--- config.mk ---
export PLATFORM = sky130hd
export DESIGN_NAME = bdc_line_scheduler
export DESIGN_NICKNAME = d
export VERILOG_FILES = /design/src/rtl/bdc_line_scheduler.sv
export SDC_FILE = /design/constraint.sdc
export NUM_CORES = 1
export LEC_CHECK = 0
export CORE_UTILIZATION = 27
export CTS_CLUSTER_DIAMETER = 30
export DETAILED_ROUTE_END_ITERATION = 8
export PLACE_DENSITY = 0.41
export SLEW_MARGIN = 20
export SYNTH_ARGS = -nofsm -noshare
export SYNTH_HDL_FRONTEND = slang
export SYNTH_SLANG_ARGS = --single-unit
--- constraint.sdc ---
create_clock -name clk -period 4.1 [get_ports clk]
set_input_delay 0.82 -clock clk [delete_from_list [all_inputs] [get_ports clk]]
set_output_delay 0.82 -clock clk [all_outputs]
set_load 0.01 [all_outputs]
--- src/rtl/bdc_line_scheduler.sv ---
// bdc_line_scheduler
//   Frame sequencer for the barrel-distortion correction datapath. Tracks
//   which input lines sit in the circular line buffer, throttles the writer
//   so a slot is never reused while a pending output row may still read it,
//   and grants output rows only once every source line within +/-MARGIN
//   of the row has been written.
//
//   Optional build macro: BDC_SCHED_STATS_EN adds the stall_cycles counter.
//
// Ports
//   clk, rst_n     clock, asynchronous active-low reset
//   in_sof         pulse: first pixel of a frame (also a mid-frame resync)
//   in_line_done   pulse: last pixel of an input line accepted
//   in_line_ok     a free slot exists, the writer may start the next line
//   wr_slot        slot for the line currently being written
//   row_valid      output row grant (registered)
//   row_ready      remap engine accepts the grant
//   row_y          row index being granted
//   row_top_slot   slot holding line max(0, row_y-MARGIN)
//   row_done       pulse: remap engine finished the granted row
//   frame_done     one-cycle pulse after the last row_done of the frame
//   err_overrun    sticky: a line arrived with no free slot / outside a frame
//   stall_cycles   (BDC_SCHED_STATS_EN) cycles the engine starved for lines
module bdc_line_scheduler #(
  parameter int HEIGHT       = 1080,
  parameter int BUFFER_LINES = 16,
  parameter int MARGIN       = 7,
  parameter int CNT_W        = 12
) (
  input  logic                            clk,
  input  logic                            rst_n,
  input  logic                            in_sof,
  input  logic                            in_line_done,
  output logic                            in_line_ok,
  output logic [$clog2(BUFFER_LINES)-1:0] wr_slot,
  output logic                            row_valid,
  input  logic                            row_ready,
  output logic [CNT_W-1:0]                row_y,
  output logic [$clog2(BUFFER_LINES)-1:0] row_top_slot,
  input  logic                            row_done,
  output logic                            frame_done,
`ifdef BDC_SCHED_STATS_EN
  output logic [31:0]                     stall_cycles,
`endif
  output logic                            err_overrun
);

  localparam int SLOT_W = $clog2(BUFFER_LINES);
  localparam logic [CNT_W-1:0] H  = CNT_W'(HEIGHT);
  localparam logic [CNT_W-1:0] M  = CNT_W'(MARGIN);
  localparam logic [CNT_W-1:0] BL = CNT_W'(BUFFER_LINES);
  localparam logic [CNT_W-1:0] FILL_NEED = (MARGIN + 1 < HEIGHT) ? CNT_W'(MARGIN + 1) : H;

  typedef enum logic [1:0] {IDLE, FILL, RUN, DRAIN} state_t;

  state_t           state, state_nxt;
  logic [CNT_W-1:0] l_cnt, i_cnt, d_cnt, d_nxt;
  logic [CNT_W-1:0] o_line, top_line, row_need;
  logic [CNT_W:0]   i_sum;
  logic             issue_ok, line_acc, row_acc, done_acc, fd_nxt;

  // Oldest line any not-yet-finished row can still read.
  assign o_line   = (d_cnt > M) ? d_cnt - M : '0;
  assign top_line = (i_cnt > M) ? i_cnt - M : '0;

  // Row I needs lines up to I+MARGIN, clipped at the frame bottom.
  assign i_sum    = {1'b0, i_cnt} + (CNT_W+1)'(MARGIN + 1);
  assign row_need = (i_sum > {1'b0, H}) ? H : i_sum[CNT_W-1:0];

  // Decoded from registers only; no input-to-output path.
  assign in_line_ok = (state == FILL || state == RUN) && (l_cnt < H) &&
                      ((l_cnt - o_line) < BL);

  // At most one row outstanding, so a grant can only go out when I==D.
  assign issue_ok = (state != IDLE) && (i_cnt == d_cnt) && (i_cnt < H) &&
                    (l_cnt >= row_need);

  assign line_acc = in_line_done && in_line_ok;
  assign row_acc  = row_valid && row_ready;
  assign done_acc = row_done && (i_cnt != d_cnt);
  assign d_nxt    = d_cnt + CNT_W'(done_acc);

  assign wr_slot      = l_cnt[SLOT_W-1:0];
  assign row_y        = i_cnt;
  assign row_top_slot = top_line[SLOT_W-1:0];

  always_comb begin
    state_nxt = state;
    fd_nxt    = 1'b0;
    if (in_sof) begin
      state_nxt = FILL;
    end else begin
      case (state)
        IDLE:  state_nxt = IDLE;
        FILL:  if (l_cnt >= FILL_NEED) state_nxt = RUN;
        RUN:   if (l_cnt == H) state_nxt = DRAIN;
        DRAIN: if (d_nxt == H) begin
                 // Pulse lands in the cycle right after the last row_done.
                 state_nxt = IDLE;
                 fd_nxt    = 1'b1;
               end
        default: state_nxt = IDLE;
      endcase
    end
  end

  always_ff @(posedge clk or negedge rst_n) begin
    if (!rst_n) begin
      state       <= IDLE;
      l_cnt       <= '0;
      i_cnt       <= '0;
      d_cnt       <= '0;
      row_valid   <= 1'b0;
      frame_done  <= 1'b0;
      err_overrun <= 1'b0;
    end else begin
      state      <= state_nxt;
      frame_done <= fd_nxt;
      // Rejected lines are flagged; a resync leaves the flag alone.
      if (in_line_done && !in_line_ok) err_overrun <= 1'b1;
      if (in_sof) begin
        // Start of frame or resync: drop any outstanding grant.
        l_cnt     <= '0;
        i_cnt     <= '0;
        d_cnt     <= '0;
        row_valid <= 1'b0;
      end else begin
        if (line_acc) l_cnt <= l_cnt + 1'b1;
        if (row_acc)  i_cnt <= i_cnt + 1'b1;
        d_cnt     <= d_nxt;
        row_valid <= issue_ok && !row_acc;
      end
    end
  end

`ifdef BDC_SCHED_STATS_EN
  logic stall;
  assign stall = (state == RUN || state == DRAIN) && (i_cnt == d_cnt) &&
                 (i_cnt < H) && !issue_ok;

  always_ff @(posedge clk or negedge rst_n) begin
    if (!rst_n)                          stall_cycles <= '0;
    else if (in_sof)                     stall_cycles <= '0;
    else if (stall && stall_cycles != '1) stall_cycles <= stall_cycles + 1'b1;
  end
`endif

endmodule
==> results_dict.tcl <==
set metrics [dict create \
    final-setup-viol-count 12 \
    hp-start "err_overrun" \
    p_per_area_nw_per_um2 304 \
    violations "negative setup slack" \
    cpMaxStageDelayCell "or4_4" \
    ios 30 \
    whs_path_depth 1 \
    grt_max_degree 42 \
    synth_edf_count 0 \
    root_buffer "clkbuf_16" \
    ys.flop_type "dfrtp_1" \
    start_util_pct 28.0 \
    instances_no_fill 730 \
    die_w_um 120 \
    rr_startpoint "d_cnt[6]" \
    cts_max_level 2 \
    grt_usage_pct 17.5 \
    yosys.area.top_type "dfrtp_1" \
    area_delta_synth_final_pct 38.0 \
    status "complete, but fails checks" \
    clk_pin_slew_ns 0.06 \
    ir_drop_uv 151 \
    clockBufferDepth 2 \
    syn_inst 455 \
    grt_pass1_vias 3561 \
    insertedDiodeCount 0 \
    top_layer "met4" \
    grt_setup_unrepaired "yes" \
    hpwlAfterDp_um 9020 \
    rows 42 \
    die_y_um 120 \
    grt_antenna_before_repair 0 \
    max_freq_ghz 0.211 \
    yosys-top-cells-area "dfrtp_1 27%, ha_1 12%, xor2_1 8.0%, nor2_1 5.1%, nand2_1 4.7%" \
    fin_crit_sh_pct 115 \
    synth_area_per_cell_sq_um 8.21 \
    drc 0 \
    hold_class "reg -> reg" \
    gp_congestion 0.826 \
    met2_wirelength_um 5830 \
    cp_data_required_time_ns 3.28 \
    cts_tree "yes" \
    via_per_inst 4.94 \
    hold_buffers 0 \
    r2r_slack_ns -0.30 \
    netlist_area_sq_um 3730 \
    met3_length_um 234 \
    core_sq_um 13300 \
    crit_type "reg -> out" \
    yosysWarnings 0 \
    grt_first_pass_wirelength_um 19200 \
    slowest_delay_ns 0.53 \
    worst_slack_ns -0.635 \
    fin_crit_ns 4.73 \
    ys_seq_area_share_pct 27.5 \
    io_buffers 29 \
    critPathArrivalTime_ns 3.91 \
    nNetsFinal 594 \
    max_cap_violations 0 \
    place_inst 704 \
    die-area_sq_um 14300 \
    rr_worst_depth 19 \
    fin_skew_ns 0.00554 \
    slew_violations 0 \
    hold_viol 0 \
    drtAntennaViolNets 0 \
    cts_sinks 41 \
    utilization_pct 38.6 \
    path_common_cell "or3_4" \
    syn_nets 496 \
    crit_chain "or4_4 > or3_4 > buf_6 > nand2_4 > ha_4 > o21ai_2 > nor2_2 > o41a_2 > or3_4 > and2_4 > a2111o_1 > nor4b_4 > buf_2" \
    synth-seq-cells 41 \
    synth_top_area_share_pct 27.5 \
    async_flop_share_pct 100 \
    wl_per_cell_um 16.2 \
    start_kind "register" \
    ys_types 60 \
    dr.pass1.iters 5 \
    drive_above_1_share_pct 24.7 \
    min_to "err_overrun" \
    critPathMaxFanout 5 \
    drt_iter0_markers 113 \
    via_count 3605 \
    drt-total-wl_um 11800 \
    grt-ovfl-total 0 \
    total_leakage_power_nw 2.45 \
    tightest_slew_ns 0.682 \
    cts-buffers-inserted 5 \
    max_slew_margin_pct 54.4 \
    reg2reg_to "l_cnt[7]" \
    cp-end-kind "primary output" \
    clk_latency_ns 0.29 \
    m1WireLength_um 5570 \
]
critical path: cells and delay by family (launching register included):
family                   cells  cell delay (ns)
buffers and inverters        2             0.34
AND/OR/NAND/NOR              7             1.80
adder cells (fa/ha/maj)      1             0.20
flip-flops                   1             0.38
AO/OA/AOI/OAI                3             0.92
flip-flops by register name (all words and copies together), names as in the netlist:
register and count:
l_cnt 12, row_valid 1, d_cnt 12, frame_done 1
row_y 12, state 2, err_overrun 1
stage by stage:
stage | instance area (sq um) | power (mW) | hold slack [ns] | setup WS (ns) | setup TNS [ns]
after floorplan | 3810 | 0.765 | 0.513 | -0.285 | -0.433
after global placement | 4710 | 0.948 | 0.470 | -0.743 | -1.13
after detailed placement | 4710 | 0.956 | 0.469 | -0.823 | -1.82
after CTS | 5000 | 1.49 | 0.482 | -0.637 | -2.00
after global routing | 5150 | 1.65 | 0.502 | -0.744 | -3.88
final | 5150 | 1.57 | 0.473 | -0.635 | -2.29
report_power, final:
part	switching [mW]	internal [mW]	total, mW
Sequential	0.0136	0.417	0.431
Clock	0.162	0.224	0.386
Combinational	0.323	0.426	0.748
cell usage in the layout (no fill, tap or decap), types with 12 or more instances in the layout:
master	n
nor2_1	48
xnor2_1	18
xor2_1	34
nand2_1	44
ha_1	32
nand3_1	20
dfrtp_1	41
buf_4	82
o21ai_0	17
a21oi_1	16
clkdlybuf4s50_1	27
nor3_1	12
inv_1	15
area by class of cell:
type / count / area [sq um]
inverters: 15 / 56.3
well taps: 176 / 220
multi-input cells: 370 / 2720
flip-flops and latches: 41 / 1030
fillers: 1392 / 8190
clock inverters: 2 / 10.0
repair buffers: 120 / 997
clock buffers: 6 / 129
layer usage:
| metal | global-route usage, % | up-vias |
|---|---|---|
| met5 | 0 | - |
| met3 | 1.90 | 12 |
| met1 | 22.3 | 1722 |
| met4 | 5.31 | 0 |
| li1 | - | 1816 |
| met2 | 30.8 | 55 |
cells by family after synthesis:
kind of cell,Yosys count,synth area share (%)
muxes,6,1.68
other,1,0.100
xor gates and xnor gates,53,12.4
buffers and inverters,45,5.50
adders and majority gates,36,12.0
and+or+nand+nor,194,26.7
DFF,41,27.5
AOI/OAI and AO/OA,79,14.1
timing repair:
| action | in CTS | in global routing |
|---|---|---|
| gates resized for setup | 22 | 25 |
| gates cloned | 2 | 0 |
| pin swaps | 8 | 11 |
| setup buffers | 9 | 12 |
| setup endpoints to repair | 10 | 12 |
cell usage after synthesis, drive strengths merged, types with 5 or more instances:
| master | instances |
|---|---|
| nor4 | 8 |
| xnor2 | 19 |
| nand3 | 20 |
| nand2 | 47 |
| or3 | 10 |
| a21o | 6 |
| dfrtp | 41 |
| nand4 | 7 |
| nor2b | 8 |
| ha | 35 |
| nor3b | 5 |
| a21oi | 18 |
| o21ai | 22 |
| xor2 | 34 |
| or4 | 8 |
| clkbuf | 16 |
| inv | 15 |
| buf | 14 |
| nor3 | 14 |
| nor2 | 51 |
worst max path at each step:
stage	startpoint	to	slack (ns)	cells after the start
finish	d_cnt[6]	in_line_ok	-0.63	13
global route	d_cnt[6]	in_line_ok	-0.74	13
CTS	d_cnt[8]	in_line_ok	-0.64	13
detailed placement	d_cnt[8]	in_line_ok	-0.82	14
global placement	d_cnt[8]	in_line_ok	-0.74	13
floorplan	d_cnt[8]	in_line_ok	-0.28	13
No activity file was read; power rests on OpenSTA's default activity.
